### src/rtl/pdp8_trace.sv
// Instruction-trace monitor for the pdp8 core: counts instruction fetches, samples
// every Nth instruction into a ring buffer and offers a pop-style readout port.
module pdp8_trace #(
    parameter int DEPTH_LOG2   = 6,
    parameter int SAMPLE_W     = 16,
    parameter int CYCLE_W      = 32,
    parameter int STOP_ON_FULL = 0
) (
    input  logic                  clk,
    input  logic                  reset,
    input  logic [3:0]            state,
    input  logic [11:0]           pc,
    input  logic [11:0]           mb,
    input  logic [11:0]           ac,
    input  logic                  l,
    input  logic                  ion,
    input  logic [2:0]            if_in,
    input  logic [2:0]            df_in,
    input  logic                  arm,
    input  logic                  clear,
    input  logic [SAMPLE_W-1:0]   sample_interval,
    input  logic [CYCLE_W-1:0]    max_cycles,
    input  logic                  rd_en,
    output logic [43:0]           rd_data,
    output logic                  rd_valid,
    output logic [DEPTH_LOG2:0]   count,
    output logic                  running,
    output logic                  halted,
    output logic                  limit_hit,
    output logic                  overflow,
    output logic [11:0]           halt_pc,
    output logic [CYCLE_W-1:0]    instr_count
);

    localparam int DEPTH = 1 << DEPTH_LOG2;
    localparam logic [3:0] ST_F0   = 4'b0000;
    localparam logic [3:0] ST_HALT = 4'b1100;
    localparam logic [DEPTH_LOG2-1:0] PTR_ONE  = DEPTH_LOG2'(1);
    localparam logic [DEPTH_LOG2:0]   CNT_ONE  = (DEPTH_LOG2 + 1)'(1);
    localparam logic [DEPTH_LOG2:0]   CNT_FULL = (DEPTH_LOG2 + 1)'(DEPTH);

    typedef enum logic [1:0] {S_IDLE, S_RUN, S_STOPPED} fsm_t;

    fsm_t                  fsm_q, fsm_d;
    logic                  prev_f0_q, prev_f0_d;
    logic [DEPTH_LOG2-1:0] wr_ptr_q, wr_ptr_d, rd_ptr_q, rd_ptr_d;
    logic [DEPTH_LOG2:0]   count_q, count_d;
    logic [SAMPLE_W-1:0]   sample_cnt_q, sample_cnt_d;
    logic [CYCLE_W-1:0]    instr_count_q, instr_count_d;
    logic                  halted_q, halted_d, limit_hit_q, limit_hit_d;
    logic                  overflow_q, overflow_d;
    logic [11:0]           halt_pc_q, halt_pc_d;
    logic [43:0]           rd_data_q, rd_data_d;
    logic                  rd_valid_q, rd_valid_d;
    logic [43:0]           mem_q [DEPTH];

    logic                  boundary, pop, full, grow, wr_en;
    logic [CYCLE_W-1:0]    instr_inc;
    logic [SAMPLE_W-1:0]   interval_eff, sample_inc;
    logic [43:0]           wr_data;

    assign boundary     = (state == ST_F0) && !prev_f0_q;
    assign pop          = rd_en && (count_q != '0);
    assign full         = (count_q == CNT_FULL);
    assign instr_inc    = (&instr_count_q) ? instr_count_q : instr_count_q + CYCLE_W'(1);
    assign interval_eff = (sample_interval == '0) ? SAMPLE_W'(1) : sample_interval;
    assign sample_inc   = sample_cnt_q + SAMPLE_W'(1);
    assign wr_data      = {pc, mb, ac, l, if_in, df_in, ion};

    always_comb begin
        fsm_d         = fsm_q;
        prev_f0_d     = (state == ST_F0);
        wr_ptr_d      = wr_ptr_q;
        rd_ptr_d      = rd_ptr_q;
        count_d       = count_q;
        sample_cnt_d  = sample_cnt_q;
        instr_count_d = instr_count_q;
        halted_d      = halted_q;
        limit_hit_d   = limit_hit_q;
        overflow_d    = overflow_q;
        halt_pc_d     = halt_pc_q;
        rd_data_d     = rd_data_q;
        rd_valid_d    = 1'b0;
        grow          = 1'b0;
        wr_en         = 1'b0;

        if (clear) begin
            fsm_d       = S_IDLE;
            wr_ptr_d    = '0;
            rd_ptr_d    = '0;
            count_d     = '0;
            halted_d    = 1'b0;
            limit_hit_d = 1'b0;
            overflow_d  = 1'b0;
        end else begin
            if (pop) begin
                rd_data_d  = mem_q[rd_ptr_q];
                rd_valid_d = 1'b1;
                rd_ptr_d   = rd_ptr_q + PTR_ONE;
            end

            unique case (fsm_q)
                S_IDLE, S_STOPPED: begin
                    if (arm) begin
                        fsm_d         = S_RUN;
                        instr_count_d = '0;
                        sample_cnt_d  = '0;
                        halted_d      = 1'b0;
                        limit_hit_d   = 1'b0;
                        overflow_d    = 1'b0;
                    end
                end
                S_RUN: begin
                    if (state == ST_HALT) begin
                        halted_d  = 1'b1;
                        halt_pc_d = pc;
                        fsm_d     = S_STOPPED;
                    end else if (boundary) begin
                        instr_count_d = instr_inc;
                        sample_cnt_d  = (sample_inc >= interval_eff) ? '0 : sample_inc;
                        if ((max_cycles != '0) && (instr_inc == max_cycles)) begin
                            limit_hit_d = 1'b1;
                            fsm_d       = S_STOPPED;
                        end else if (sample_cnt_q == '0) begin
                            // A pop in the same cycle frees the slot, so only full-without-pop is an overflow.
                            if (full && !pop) begin
                                overflow_d = 1'b1;
                                if (STOP_ON_FULL != 0) begin
                                    fsm_d = S_STOPPED;
                                end else begin
                                    wr_en    = 1'b1;
                                    wr_ptr_d = wr_ptr_q + PTR_ONE;
                                    rd_ptr_d = rd_ptr_q + PTR_ONE;
                                end
                            end else begin
                                wr_en    = 1'b1;
                                grow     = 1'b1;
                                wr_ptr_d = wr_ptr_q + PTR_ONE;
                            end
                        end
                    end
                end
                default: fsm_d = S_IDLE;
            endcase

            unique case ({grow, pop})
                2'b10:   count_d = count_q + CNT_ONE;
                2'b01:   count_d = count_q - CNT_ONE;
                default: count_d = count_q;
            endcase
        end
    end

    always_ff @(posedge clk or negedge reset) begin
        if (!reset) begin
            fsm_q         <= S_IDLE;
            prev_f0_q     <= 1'b0;
            wr_ptr_q      <= '0;
            rd_ptr_q      <= '0;
            count_q       <= '0;
            sample_cnt_q  <= '0;
            instr_count_q <= '0;
            halted_q      <= 1'b0;
            limit_hit_q   <= 1'b0;
            overflow_q    <= 1'b0;
            halt_pc_q     <= '0;
            rd_data_q     <= '0;
            rd_valid_q    <= 1'b0;
        end else begin
            fsm_q         <= fsm_d;
            prev_f0_q     <= prev_f0_d;
            wr_ptr_q      <= wr_ptr_d;
            rd_ptr_q      <= rd_ptr_d;
            count_q       <= count_d;
            sample_cnt_q  <= sample_cnt_d;
            instr_count_q <= instr_count_d;
            halted_q      <= halted_d;
            limit_hit_q   <= limit_hit_d;
            overflow_q    <= overflow_d;
            halt_pc_q     <= halt_pc_d;
            rd_data_q     <= rd_data_d;
            rd_valid_q    <= rd_valid_d;
        end
    end

    // NOTE: the storage array has no reset; zeroed pointers and count already make it empty.
    always_ff @(posedge clk) begin
        if (wr_en) mem_q[wr_ptr_q] <= wr_data;
    end

    assign rd_data     = rd_data_q;
    assign rd_valid    = rd_valid_q;
    assign count       = count_q;
    assign running     = (fsm_q == S_RUN);
    assign halted      = halted_q;
    assign limit_hit   = limit_hit_q;
    assign overflow    = overflow_q;
    assign halt_pc     = halt_pc_q;
    assign instr_count = instr_count_q;

endmodule

### config.mk
export PLATFORM = sky130hd
export DESIGN_NAME = pdp8_trace
export DESIGN_NICKNAME = d
export VERILOG_FILES = /design/src/rtl/pdp8_trace.sv
export SDC_FILE = /design/constraint.sdc
export NUM_CORES = 2
export LEC_CHECK = 0
export CORE_ASPECT_RATIO = 0.5
export CORE_MARGIN = 5
export CORE_UTILIZATION = 35
export CTS_BUF_LIST = sky130_fd_sc_hd__clkbuf_8
export DETAILED_ROUTE_END_ITERATION = 7
export GPL_TIMING_DRIVEN = 0
export PLACE_DENSITY_LB_ADDON = 0.3
export SLEW_MARGIN = 40
export SYNTH_ARGS = -nofsm -noshare
export SYNTH_HDL_FRONTEND = slang
export SYNTH_SLANG_ARGS = --single-unit
### constraint.sdc
create_clock -name clk -period 17.5 [get_ports clk]
set_clock_uncertainty 0.2 [all_clocks]
set_input_delay 3.5 -clock clk [delete_from_list [all_inputs] [get_ports clk]]
set_output_delay 3.5 -clock clk [all_outputs]
set_load 0.05 [all_outputs]
* Word-level counts from Yosys, hierarchy flattened
Memories as Yosys holds them, arrays and structs flattened. A register that Yosys moved wholly into a read port is not among the register bits. Index checks and enable logic that the tools add are counted.
Cells by class: $lt $le $gt $ge 1, bitwise logic cells 1, reductions and logical operators 29, equality and inequality tests 22, mux-type cells 66, add/sub/neg operators 6
Operators by type and width (number):
- 32-bit two-way mux | 4
- 6-bit two-way mux | 14
- 16-bit two-way mux | 5
- 32-bit case mux with 2 select lines | 1
- 32-bit by 1-bit adder with 32-bit output (second input constant) | 1
- 32-bit equality test | 1
- 16-bit zero test | 2
- 16-bit case mux with 2 select lines | 1
- 32-bit AND reduction | 1
- 32-bit nonzero test | 1
- 1-bit two-way mux | 30
- 16-bit by 1-bit adder with 16-bit output (second input constant) | 1
- 16-bit greater-or-equal comparator | 1
- 3-bit by 2-bit != test with 1-bit output (second input constant) | 5
- 5-bit AND reduction | 3
- 7-bit case mux with 2 select lines | 1
- 6-bit by 1-bit adder with 6-bit output (second input constant) | 2
- 2-bit two-way mux | 5
- 3-bit != test (second input constant) | 3
- 3-bit AND reduction | 3
- 2-bit != test (second input constant) | 4
- 4-bit by 2-bit != test with 1-bit output (second input constant) | 2
- 2-bit nonzero test | 4
- 7-bit by 1-bit adder with 7-bit output (second input constant) | 1
- 19 further kinds | 29
Storage, ports and cells: bits in registers 86, output and inout bits 100, memory bits (writable) 2816, memories kept 1
Memories:
- mem_q | words 64, width 44, rd ports 1, clocked after Yosys merged registers in 1, write ports 1, line 55 | logic [43:0] mem_q [DEPTH];

* Longest topological paths before layout
depth in word-level cells 14, gate-level depth with buffers 20, depth with buffers taken out 18

* Worst setup path after synthesis
OpenSTA, ideal clock, no wires.
kind input to register, start point input port state[1], end point memory mem_q[42][0] (enable), library setup time 0.446 ns, path buffers 2, arrival time 7.382 ns, path slack 9.473 ns, cell stages on the path 9, path through nor4_1 -> nor2b_1 -> nand2_1 -> or2_2 -> a41o_1 -> buf_4 -> or4_1 -> buf_2 -> nor2_1
Between the ends: longest elaborated chain between the ends 8
Ends and longest elaborated chain:
- start, declared | line 11 | input logic [3:0] state,
- 4-bit zero test | line 62 | assign boundary = (state == ST_F0) && !prev_f0_q;
- 1-bit logical AND | line 62
- 1-bit two-way mux | line 118 | end else if (boundary) begin
- 1-bit two-way mux (*) | line 114 | if (state == ST_HALT) begin
- 1-bit two-way mux (*) | line 102 | unique case (fsm_q)
- 1-bit two-way mux (*) | line 87 | if (clear) begin
- 1-bit two-way mux (*) | line 188 | if (wr_en) mem_q[wr_ptr_q] <= wr_data;
- 1-bit two-way mux (not written as such) (*) | line 188
- end, declared | line 55
Every way passes the cells marked *; elsewhere a longest branch is shown, timed or not.

* Worst setup path after layout
start point input port max_cycles[8], end point register count_q[6] (netlist: count[6])
Between the ends: longest elaborated chain between the ends 10
Ends and longest elaborated chain:
- start, declared | line 22 | input logic [CYCLE_W-1:0] max_cycles,
- 32-bit equality test / 32-bit nonzero test (equally long branches) | line 121 | if ((max_cycles != '0) && (instr_inc == max_cycles)) begin
- 1-bit logical AND (*) | line 121
- 1-bit two-way mux (*) | line 121
- 1-bit two-way mux (*) | line 118
- 1-bit two-way mux (*) | line 114
- 1-bit two-way mux (*) | line 102
- 1-bit two-way mux (*) | line 87
- 2-bit by 1-bit equality test with 1-bit output / 2-bit equality test (equally long branches) | line 146 | unique case ({grow, pop})
- 7-bit case mux with 2 select lines | line 146
- 7-bit two-way mux | line 87
- end signal, assigned | line 174 | count_q <= count_d;
- end, declared | line 47 | logic [DEPTH_LOG2:0] count_q, count_d;
Every way passes the cells marked *; elsewhere a longest branch is shown, timed or not. The select of a mux whose other input is x is not followed. A chain may end at the register's enable or synchronous reset.

==> flow_summary.toml <==
[run_status]
outcome = "finished, final reports clean"

[yosys]
netlist_area_sq_um = 116000
synth_edf_count = 2816
ys_seq_elements = 2946
yosysWarnings = 0
syn_nets = 5595
syn_avg_cell_area_sq_um = 21.1
yosysSeqAreaShare_pct = 76.0
synth_cells = 5467
post_synth_num_cell_types = 92
synth_ff_type = "edfxtp_1"
async_reset_ff_share_pct = 4.41

[clock_network]
hold_buffers = 0
postCtsSetupBuffers = 0
path_clk_slew_ns = 0.06
clock_path_buffers = 4
insertion_delay_ns = 1.03
clock-root-buffer = "clkbuf_8"
htreeDepth = 5
cts.sinks = 2946
cts_buffers = 430
cts_resized = 0
tritoncts = "built"

[global_route]
grt_pass1_vias = 61500
gr-total-overflow = 0
antenna_found_initial = 34
grt_pass1_wl_um = 513000
grt_max_degree = 66
grt_usage_pct = 21.4

[worst_setup_path]
slowest_delay_ns = 0.78
critPathKind = "in2reg"
path_cells = "clkdlybuf4s50_1 > xnor2_1 > xor2_1 > o31ai_1 > o22ai_1 > a2111oi_2 > nand4bb_1 > nor4_4 > nor4b_4 > nor2_1 > ha_1 > a21o_1 > a21oi_1 > nor2b_1 > o21a_1 > o21a_1 > mux2i_1 > mux2_1"
startpoint_type = "input port"
worstSetupEndpointType = "register"
cp_common_cell = "o21a_1"
worst_ep_arrival_time_ns = 8.74
crit_required_ns = 18.14
slowest_stage = "nor4_4"
worst-path-max-fanout = 8

[drt]
finalWirelength_um = 374000
drt_iter0_markers = 8516
drcViolationCount = 0
drtPass1Iterations = 8
vias_per_cell = 5.65
ant_nets = 0
avgRoutedWirePerCell_um = 33.6
via_count = 63100

[timing]
finalSetupTns_ns = 0
rsz0062_at_grt = "no"
fin_crit_ns = 8.10
hold_violations = 0
tightest_slew_ns = 0.940
setup_viol = 0
final_max_slew_viol_count = 0
slew_headroom_pct = 37.1
period_share_pct = 46.3
max_freq_mhz = 123

[place]
gp_congestion = 0.880
place_area_sq_um = 131000
dp.cells = 10400
portBuffers = 199
dp_hpwl_um = 262000

[job]
cap_violations = 0

[pwr]
leakagePower_nw = 44.0
ir_drop_mv = 0.0754
power.density_nw_per_um2 = 112

[layout]
area_growth_pct = 20.0
final_cells = 11200
fin_area_sq_um = 139000
layout.nets = 6551
final_layout_size_suffix_gt1_share_pct = 29.6
fin_util_pct = 42.1

[die]
fp.dieH_um = 416
placementRows = 149
coreArea_sq_um = 329000
ios = 201
die-area_sq_um = 343000
die_w_um = 823
start_util_pct = 35.1

[min_path]
min_path_type = "reg2reg"
layout by cell type (no fill, tap or decap), types with 94 or more instances in the layout:
cell / instances
mux2i_1: 228
mux4_2: 722
clkinv_1: 95
buf_2: 108
o221ai_1: 94
clkbuf_2: 98
clkdlybuf4s50_1: 154
buf_16: 166
nand2_1: 201
a21oi_1: 107
nor2_1: 100
inv_1: 196
edfxtp_1: 2816
clkbuf_8: 454
buf_8: 114
dfrtp_1: 130
through the flow:
step	power, mW	worst slack (ns)	hold slack [ns]
after floorplan	9.44	9.47	0.290
after global placement	10.5	3.84	0.286
after detailed placement	10.5	8.54	0.292
after CTS	15.6	9.62	0.306
after global routing	16.1	9.28	0.309
final	15.5	9.40	0.304
kinds of logic after synthesis:
family / Yosys count / share of synthesized area, %
AO/OA/AOI/OAI: 502 / 2.99
XOR/XNOR: 56 / 0.452
flip-flops: 2946 / 76.0
AND/OR/NAND/NOR: 575 / 2.44
multiplexers: 1009 / 16.6
adder cells (fa/ha/maj): 27 / 0.299
buffers and inverters: 352 / 1.23
area by class of cell:
cell class / instances / area [sq um]
Sequential cell: 2946 / 87800
Clock inverter: 318 / 1490
Timing Repair Buffer: 524 / 9050
Clock buffer: 454 / 6250
Multi-Input combinational cell: 2169 / 27000
Tap cell: 4379 / 5480
Buffer: 317 / 1490
Antenna cell: 15 / 37.5
Inverter: 35 / 131
Fill cell: 28500 / 191000
state kept, by name (all words and copies together), names as in the netlist:
register and flops:
count 7, fsm_q 2, halt_pc 12, halted 1
instr_count 32, limit_hit 1, mem_q 2816, overflow 1
prev_f0_q 1, rd_data 44, rd_ptr_q 6, rd_valid 1
sample_cnt_q 16, wr_ptr_q 6
worst paths after layout:
path                                         to  slack, ns           start  cells after the start
worst min register to register       halt_pc[2]       0.30      halt_pc[2]                      1
worst max register to register         count[6]      11.25  instr_count[1]                     19
max in group asynchronous       sample_cnt_q[8]      14.09           reset                      2
min in group asynchronous              rd_valid       2.14           reset                      1
worst min-delay path                 halt_pc[2]       0.30      halt_pc[2]                      1
worst max-delay path                   count[6]       9.40   max_cycles[8]                     18
worst max-delay path: cells and delay by family:
kind,cells,cell delay [ns]
muxes,2,0.50
and+or+nand+nor,5,1.68
AOI/OAI and AO/OA,7,1.79
adders and majority gates,1,0.36
xor gates and xnor gates,2,0.42
buffers and inverters,1,0.47
synth_stat cells (51+ instances only):
| cell type | n | share of area, % |
|---|---|---|
| a21oi_1 | 107 | 0.46 |
| mux2_2 | 51 | 0.50 |
| edfxtp_1 | 2816 | 73 |
| buf_1 | 83 | 0.27 |
| clkbuf_1 | 181 | 0.59 |
| dfrtp_1 | 130 | 2.8 |
| o21ai_0 | 65 | 0.28 |
| mux4_2 | 722 | 14 |
| mux2i_1 | 228 | 2.0 |
| nand2_1 | 201 | 0.65 |
| o22ai_1 | 56 | 0.30 |
| o221ai_1 | 94 | 0.71 |
| nor2_1 | 166 | 0.54 |
| a31oi_1 | 53 | 0.29 |
power by group:
| part | switching, mW | internal (mW) | leakage [nW] |
|---|---|---|---|
| logic | 1.50 | 1.01 | 12.4 |
| clock network | 2.71 | 2.47 | 4.55 |
| registers | 0.0750 | 7.78 | 27.0 |
layer usage:
metal	GRT usage [%]	wire length (um)	up-vias
met3	4.69	37500	629
met2	33.0	171000	3536
met1	30.1	152000	33900
met5	0	56	-
li1	-	-	25000
met4	7.17	13600	10
No activity file was read; power rests on OpenSTA's default activity.
